$ cat config.mk
export PLATFORM = sky130hd
export DESIGN_NAME = mem_arbiter
export DESIGN_NICKNAME = d
export VERILOG_FILES = /design/src/rtl/mem_arbiter.sv
export SDC_FILE = /design/constraint.sdc
export NUM_CORES = 1
export LEC_CHECK = 0
export ABC_AREA = 1
export CORE_MARGIN = 2
export CORE_UTILIZATION = 28
export CTS_CLUSTER_DIAMETER = 80
export DETAILED_ROUTE_END_ITERATION = 12
export GPL_TIMING_DRIVEN = 0
export PLACE_DENSITY = 0.58
export SLEW_MARGIN = 20
export SYNTH_ARGS = -nofsm -noshare
export SYNTH_HDL_FRONTEND = slang
export SYNTH_SLANG_ARGS = --single-unit
$ cat constraint.sdc
create_clock -name clk -period 1.3 [get_ports clk]
set_input_delay 0.13 -clock clk [delete_from_list [all_inputs] [get_ports clk]]
set_output_delay 0.13 -clock clk [all_outputs]
set_load 0.1 [all_outputs]
$ cat src/rtl/mem_arbiter.sv
// rtl/mem_arbiter.sv - fetch/data arbiter sequencing one single-ported memory
module mem_arbiter #(
  parameter int LAT        = 1,
  parameter int STARVE_MAX = 4
) (
  input  logic        clk,
  input  logic        reset,
  input  logic        if_req,
  input  logic [31:0] if_addr,
  output logic        if_ack,
  output logic [31:0] if_rdata,
  input  logic        d_req,
  input  logic        d_we,
  input  logic [31:0] d_addr,
  input  logic [31:0] d_wdata,
  output logic        d_ack,
  output logic [31:0] d_rdata,
  output logic        m_en,
  output logic        m_we,
  output logic [31:0] m_addr,
  output logic [31:0] m_wdata,
  input  logic [31:0] m_rdata,
  output logic        busy
);

  typedef enum logic [1:0] {IDLE, ISSUE, WAIT, RESP} state_t;

  localparam logic [2:0] LAT_M1 = 3'(LAT - 1);
  localparam logic [2:0] S_MAX  = 3'(STARVE_MAX);

  state_t      state, state_nxt;
  logic        gnt_if;
  logic        lat_we;
  logic [31:0] lat_addr;
  logic [31:0] lat_wdata;
  logic [2:0]  wait_cnt;
  logic [2:0]  starve_cnt;
  logic        any_req;
  logic        pick_if;

  assign any_req = if_req | d_req;
  // Data wins unless the fetch side has already lost STARVE_MAX times in a row.
  assign pick_if = if_req & (~d_req | (starve_cnt == S_MAX));

  always_ff @(posedge clk or negedge reset) begin
    if (!reset) state <= IDLE;
    else        state <= state_nxt;
  end

  always_comb begin
    state_nxt = state;
    unique case (state)
      IDLE:    if (any_req) state_nxt = ISSUE;
      ISSUE:   state_nxt = lat_we ? RESP : WAIT;
      WAIT:    if (wait_cnt == 3'd0) state_nxt = RESP;
      RESP:    state_nxt = IDLE;
      default: state_nxt = IDLE;
    endcase
  end

  always_ff @(posedge clk or negedge reset) begin
    if (!reset) begin
      gnt_if     <= 1'b0;
      lat_we     <= 1'b0;
      lat_addr   <= 32'h0;
      lat_wdata  <= 32'h0;
      wait_cnt   <= 3'd0;
      starve_cnt <= 3'd0;
      if_rdata   <= 32'h0;
      d_rdata    <= 32'h0;
    end else begin
      unique case (state)
        IDLE: if (any_req) begin
          gnt_if    <= pick_if;
          lat_we    <= ~pick_if & d_we;
          lat_addr  <= pick_if ? if_addr : d_addr;
          lat_wdata <= pick_if ? 32'h0 : d_wdata;
          if (pick_if || !if_req)   starve_cnt <= 3'd0;
          else if (starve_cnt != S_MAX) starve_cnt <= starve_cnt + 3'd1;
        end
        ISSUE: wait_cnt <= LAT_M1;
        WAIT: begin
          if (wait_cnt == 3'd0) begin
            if (gnt_if) if_rdata <= m_rdata;
            else        d_rdata  <= m_rdata;
          end else begin
            wait_cnt <= wait_cnt - 3'd1;
          end
        end
        default: ;
      endcase
    end
  end

  // Memory port outputs are zeroed outside the issue cycle.
  assign m_en    = (state == ISSUE);
  assign m_we    = m_en & lat_we;
  assign m_addr  = m_en ? lat_addr : 32'h0;
  assign m_wdata = m_we ? lat_wdata : 32'h0;
  assign if_ack  = (state == RESP) & gnt_if;
  assign d_ack   = (state == RESP) & ~gnt_if;
  assign busy    = (state != IDLE);

endmodule
Word level (Yosys, flattened, before mapping)
Index checks and enable logic that the tools add are counted.
{"block": "totals", "in_bits": 133, "reg_bits": 138, "word_cells": 54, "output_inout_bits": 133}
{"block": "classes", "n_eq_ne": 8, "n_addsub": 2, "n_mux": 12, "reduce_logical": 13, "bitwise": 10}
{"operator": "two-way mux 32 bit", "count": 4}
{"operator": "two-way mux 3 bit", "count": 3}
{"operator": "AND reduction 3 bit", "count": 3}
{"operator": "case mux 2 bit (4 select lines)", "count": 1}
{"operator": "inequality test 2 bit, second input constant", "count": 3}
{"operator": "case mux 3 bit (2 select lines)", "count": 1}
{"operator": "AND reduction 2 bit", "count": 3}
{"operator": "nonzero test 2 bit", "count": 3}
{"operator": "AND 1 bit", "count": 5}
{"operator": "equality test 2 bit, second input constant", "count": 2}
{"operator": "two-way mux 2 bit", "count": 2}
{"operator": "adder 3 x 1 -> 3 bit, second input constant", "count": 1}
{"operator": "equality test 3 bit, second input constant", "count": 1}
{"operator": "logical NOT 3 bit", "count": 1}
{"operator": "inequality test 3 bit, second input constant", "count": 1}
{"operator": "NOT 1 bit", "count": 3}
{"operator": "subtractor 3 x 1 -> 3 bit, second input constant", "count": 1}
{"operator": "equality test 2 x 1 -> 1 bit, second input constant", "count": 1}
{"operator": "logical NOT 2 bit", "count": 1}
{"operator": "OR 1 bit", "count": 2}
{"operator": "logical NOT 1 bit", "count": 1}
{"operator": "logical OR 1 bit", "count": 1}
{"operator": "two-way mux 1 bit", "count": 1}

Depth between registers and ports, before layout
Gate-level depths: netlist of run 1.
{"block": "depth", "ltp_word": 6, "depth_mapped": 10, "mapped_depth_nobuf": 8}

Worst setup path before layout of run 1
Ideal clock, no wire load.
{"block": "synth_timing", "kind": "register to output", "start": "register state[1]", "end": "output m_wdata[0]", "arrival_time_ns": 3.164, "path_stages_with_launch": 7, "slack_ns": -1.994, "path_buffers": 2, "t_required_ns": 1.170, "cell_sequence": "dfrtp_1 inv_1 ha_1 buf_2 nand2_1 clkbuf_1 nor2_1"}
{"block": "synth_via", "elab_chain_cells": 3}
{"element": "start, declared", "line": "31", "source": "state_t state, state_nxt;"}
{"element": "start signal, assigned", "line": "47", "source": "else state <= state_nxt;"}
{"element": "equality test 2 x 1 -> 1 bit", "line": "96", "source": "assign m_en = (state == ISSUE);"}
{"element": "via m_en", "line": "18", "source": "output logic m_en,"}
{"element": "AND 1 bit", "line": "97", "source": "assign m_we = m_en & lat_we;"}
{"element": "two-way mux 32 bit", "line": "99", "source": "assign m_wdata = m_we ? lat_wdata : 32'h0;"}
{"element": "end, declared", "line": "21", "source": "output logic [31:0] m_wdata,"}
The timed path passes the listed nets, and every way through them passes these cells.

Worst setup path after layout of run 1
{"block": "layout_timing", "start": "register state[1]", "end": "output m_wdata[11]"}
{"block": "layout_via", "elab_chain_cells": 3}
{"element": "equality test 2 x 1 -> 1 bit", "line": "96"}
{"element": "AND 1 bit", "line": "97"}
{"element": "two-way mux 32 bit", "line": "99"}
Every way passes these cells.

==> results of run 1 <==
area by class of cell:
class | count | area, um2 | share of cell area (%)
Clock inverter | 14 | 209.0 | 1.525
Inverter | 177 | 812.0 | 5.926
Clock buffer | 18 | 429.2 | 3.132
Sequential cell | 138 | 3456 | 25.22
Timing Repair Buffer | 332 | 4253 | 31.04
Buffer | 46 | 681.9 | 4.977
Multi-Input combinational cell | 468 | 3462 | 25.27
Tap cell | 319 | 399.1 | 2.913
stage by stage:
step / instances / utilization [%]
floorplan: 827 / -
global placement: 1410 / 43.80
detailed placement: 1411 / 43.94
CTS: 1501 / 54.87
global route: 1512 / 58.90
finish: 1512 / 58.90
final timing paths:
path	startpoint	endpoint	cells past startpoint
worst max-delay path	state[1]$_DFFE_PN0P_	m_wdata[11]	7
worst min register to register	lat_addr[17]$_DFFE_PN0P_	lat_addr[17]$_DFFE_PN0P_	2
min in group asynchronous	reset	d_rdata[4]$_DFFE_PN0P_	2
worst max register to register	state[0]$_DFFE_PN0P_	lat_wdata[10]$_DFFE_PN0P_	12
max in group asynchronous	reset	lat_addr[11]$_DFFE_PN0P_	3
worst min-delay path	if_req	lat_addr[31]$_DFFE_PN0P_	4
cells in the mapped netlist (all sizes together):
cell | number | area, um2
xor2 | 1 | 8.760
o21ai | 101 | 505.5
nand3 | 102 | 515.5
dfrtp | 138 | 3453
nor2 | 38 | 157.7
buf | 30 | 280.3
a21oi | 1 | 5.000
clkbuf | 15 | 56.30
inv | 177 | 664.4
o22ai | 2 | 12.51
nand2 | 212 | 803.3
ha | 8 | 100.1
dlymetal6s2s | 2 | 25.02
cell families after synthesis:
group | count (synthesis) | share of synthesized area [%]
and+or+nand+nor | 352 | 22.41
xor gates and xnor gates | 1 | 0.1330
AOI/OAI and AO/OA | 104 | 7.939
DFF | 138 | 52.42
buffers and inverters | 224 | 15.57
adders and majority gates | 8 | 1.520
routing by layer:
layer | vias up | routed length (um) | track usage (%)
met2 | 209 | 12200 | 32.48
met1 | 3201 | 9952 | 23.66
met3 | 23 | 1642 | 4.928
li1 | 3236 | - | -
met5 | - | 0 | 0
met4 | 0 | 317 | 4.892
state kept, by name (all words and copies together), names as in the netlist:
register    flops
d_rdata        32
gnt_if          1
if_rdata       32
lat_addr       32
lat_wdata      32
lat_we          1
starve_cnt      3
state           2
wait_cnt        3
cell usage in the layout (no fill, tap or decap), drive strengths merged, types with 2 or more instances in the layout:
master and instances:
buf 229, bufinv 4, clkbuf 34, clkdlybuf4s50 130, clkinv 2, clkinvlp 37, dfrtp 138, dlymetal6s2s 2
ha 8, inv 148, nand2 214, nand3 103, nor2 38, o21ai 101, o22ai 2
timing repair:
| item | CTS | global route |
|---|---|---|
| setup endpoints to repair | 271 | 207 |
| setup buffers | 31 | 16 |
| gates cloned | 26 | 4 |
| hold endpoints to repair | 54 | 0 |
| hold buffers | 1 | 0 |
| resized for setup | 1176 | 261 |
| pin swaps | 10 | 66 |
worst max-delay path: stages, from the launching register on:
cell and delay [ps]:
dfrtp_1 390, inv_2 90, ha_4 150, buf_12 140, nand2_8 90, clkbuf_8 200, nor2_4 110, buf_12 180
==> flow_summary.json, run 1 <==
{
  "outcome": "finished with violations",
  "failed_checks": "setup timing",
  "reg2reg_slack_ps": -510,
  "path_max_fanout": 7,
  "std_cell_rows": 56,
  "cp-start-kind": "register",
  "gr-usage-all-layers_pct": 18.94,
  "start_util_pct": 28.32,
  "chipWidth_um": 157.4,
  "dp_worst_setup_slack_ps": -1448,
  "postSynthCellCount": 827,
  "max_freq_mhz": 525.5,
  "ys_seq_elements": 138,
  "drive_gt1_share_pct": 48.28,
  "nFillCells": 2041,
  "finalWorstSetupSlack_ps": -603.0,
  "yosysWarnings": 0,
  "globalplace.congestion": 0.8409,
  "worst_slew_pin_slew_ps": 459.7,
  "ioPinCount": 266,
  "max_slew_margin_pct": 69.35,
  "grt_max_degree": 85,
  "cts_tree": "done",
  "drtIter0Drc": 249,
  "fin_setup_tns_ps": -91020,
  "drc_errors": 0,
  "clockRootBuffer": "clkbuf_16",
  "grt_pass1_vias": 6640,
  "htree_levels": 4,
  "hold_viol": 0,
  "port_buffers": 264,
  "cts_buffers": 17,
  "coreArea_mm2": 0.02326,
  "holdCritPathClass": "in -> reg",
  "synth_area_per_cell_um2": 7.966,
  "clock_skew_ps": 11.80,
  "drt-pass1-iter-count": 4,
  "via_count": 6669,
  "gr-total-overflow": 0,
  "drv_cap": 0,
  "area.growth.synth_to_final_pct": 108.0,
  "clkTransAtPathRegs_ps": 60,
  "slew_viol_final": 0,
  "chipHeight_um": 157.4,
  "wire_per_inst_um": 15.95,
  "drtAntennaViolNets": 0,
  "synth-seq-area-share_pct": 52.42,
  "via_per_inst": 4.411,
  "placed_area_mm2": 0.01022,
  "syn_area_mm2": 0.006588,
  "clock_latency_ps": 420,
  "clock_path_buffers": 2,
  "antenna_found_initial": 0,
  "period_share_pct": 146.4,
  "grt_pass1_wl_um": 36230,
  "required_ps": 1170,
  "cp.arrival_ps": 1770,
  "rsz0062_at_grt": "true",
  "final_area_mm2": 0.01370,
  "cp-end-kind": "output pin",
  "routed_wl_um": 24110,
  "whs_ps": 139.7,
  "synth.distinct_cells": 22,
  "cts_sinks": 138,
  "crit_type": "reg -> out",
  "syn_nets": 968,
  "die_area_mm2": 0.02477,
  "dp_hpwl_um": 15070,
  "setup_viol": 207,
  "diodes": 0,
  "nNetsFinal": 1321,
  "min_period_ps": 1903
}
Power of run 1 is left out: the tool's default activity adds up to more than one toggle a clock period on the data nets, which glitch-free logic cannot reach.
==> run 2, diff against run 1 <==
--- a/config.mk
+++ b/config.mk
@@ -9,9 +9,11 @@
 export CORE_MARGIN = 2
 export CORE_UTILIZATION = 28
 export CTS_CLUSTER_DIAMETER = 80
+export CTS_CLUSTER_SIZE = 10
 export DETAILED_ROUTE_END_ITERATION = 12
 export GPL_TIMING_DRIVEN = 0
 export PLACE_DENSITY = 0.58
+export RECOVER_POWER = 100
 export SLEW_MARGIN = 20
 export SYNTH_ARGS = -nofsm -noshare
 export SYNTH_HDL_FRONTEND = slang
==> flow_summary.json, run 2 (synthesis results as in run 1) <==
{
  "clockRootBuffer": "clkbuf_16",
  "finalWorstSetupSlack_ps": -603.0,
  "fin_cells": 1512,
  "outcome": "finished with violations",
  "chipHeight_um": 157.4,
  "worst_slew_pin_slew_ps": 819.2,
  "max_freq_mhz": 525.5,
  "die_area_mm2": 0.02477,
  "clkTransAtPathRegs_ps": 60,
  "slew_viol_final": 0,
  "grt_pass1_vias": 6640,
  "worst_r2r_path_depth": 12,
  "rr_endpoint": "lat_wdata[10]$_DFFE_PN0P_",
  "min_from": "if_req",
  "cp.arrival_ps": 1770,
  "clock_latency_ps": 420,
  "placed_cells_incl_taps": 1411,
  "wire_per_inst_um": 15.95,
  "drt-pass1-iter-count": 4,
  "chipWidth_um": 157.4,
  "drc_errors": 0,
  "cts_sinks": 138,
  "failed_checks": "setup timing",
  "grt_pass1_wl_um": 36230,
  "drive_gt1_share_pct": 48.28,
  "std_cell_rows": 56,
  "cp-start-kind": "register",
  "clock_skew_ps": 11.80,
  "globalplace.congestion": 0.8409,
  "area.growth.synth_to_final_pct": 107.9,
  "reg2reg_slack_ps": -510,
  "gr-usage-all-layers_pct": 18.94,
  "top_layer": "met4",
  "hold_depth": 4,
  "drv_cap": 0,
  "port_buffers": 264,
  "hold_end": "lat_addr[31]$_DFFE_PN0P_",
  "ioPinCount": 266,
  "fin_setup_tns_ps": -91110,
  "max_slew_margin_pct": 45.39,
  "cp-end-kind": "output pin",
  "min_period_ps": 1903,
  "layout_commonest_cell": "dfrtp_1",
  "nNetsFinal": 1321,
  "crit_type": "reg -> out",
  "period_share_pct": 146.4,
  "gr-total-overflow": 0,
  "antenna_found_initial": 0,
  "via_count": 6674,
  "final_cell_mix": "dfrtp_1, inv_1, clkdlybuf4s50_1",
  "start_util_pct": 28.32,
  "route.met2.wl_um": 12170,
  "route.met3.wl_um": 1614,
  "drtAntennaViolNets": 0,
  "dp_hpwl_um": 15070,
  "required_ps": 1170,
  "hold_viol": 0,
  "holdCritPathClass": "in -> reg",
  "whs_ps": 139.9,
  "htree_levels": 4,
  "clock_path_buffers": 2,
  "timing.rr.start": "state[0]$_DFFE_PN0P_",
  "grt_max_degree": 85,
  "via_per_inst": 4.414,
  "cts_tree": "done",
  "path_max_fanout": 7,
  "drt-met1-wl_um": 10010,
  "coreArea_mm2": 0.02326,
  "drtIter0Drc": 249,
  "routed_wl_um": 24120,
  "cts_buffers": 17,
  "rsz0062_at_grt": "true",
  "setup_viol": 207,
  "utilization_pct": 58.87,
  "diodes": 0
}
## run 2: cell types whose count changed in the layout (fill, tap and decap cells not counted)
cell	delta
clkbuf_4	+21
buf_8	-1
buf_4	-20
## run 2: cell type report
| type | instances | area (um2) |
|---|---|---|
| inverter | 177 | 812.0 |
| multi-input combinational | 468 | 3462 |
| sequential | 138 | 3456 |
| tap | 319 | 399.1 |
| clock inverter | 14 | 209.0 |
| clock buffer | 18 | 429.2 |
| buffer | 46 | 681.9 |
| timing repair buffer | 332 | 4245 |
| fill | 2043 | 9568 |
## run 2: layer usage
metal,vias up,track usage (%)
met3,23,4.928
met5,-,0
li1,3238,-
met2,211,32.48
met1,3202,23.66
met4,0,4.892
## run 2: what timing repair did
item,4_1_cts,5_1_grt
cloned,26,4
pin swaps,10,66
endpoints found under the hold margin,54,0
hold buffers,1,0
setup endpoints to repair,271,207
gates resized for setup,1176,261
setup buffers,31,16
## run 2: how the worst max path moves through the flow
stage                               endpoint  cells after the start                 start  slack [ps]
finish                           m_wdata[11]                      7  state[1]$_DFFE_PN0P_        -600
global route                      m_wdata[6]                      7  state[1]$_DFFE_PN0P_        -680
CTS                              m_wdata[29]                      7  state[1]$_DFFE_PN0P_        -630
detailed placement                m_addr[18]                      7  state[1]$_DFFE_PN0P_       -1450
global placement    lat_addr[17]$_DFFE_PN0P_                      1                 reset       -5800
floorplan                         m_wdata[0]                      6  state[1]$_DFFE_PN0P_        -620
## run 2: critical path, stage by stage, from the launching register on
cell and delay (ps):
dfrtp_1 390, inv_2 90, ha_4 150, buf_12 140, nand2_8 90, clkbuf_8 200, nor2_4 110, buf_12 180
## run 2: metrics by stage
stage / area, um2 / setup WS [ps]
2_1_floorplan: 7147 / -621.5
4_1_cts: 12760 / -629.5
3_3_place_gp: 10190 / -5802
3_5_place_dp: 10220 / -1448
6_report: 13690 / -603.0
5_1_grt: 13690 / -679.2
Power of run 2 is left out for the same reason.
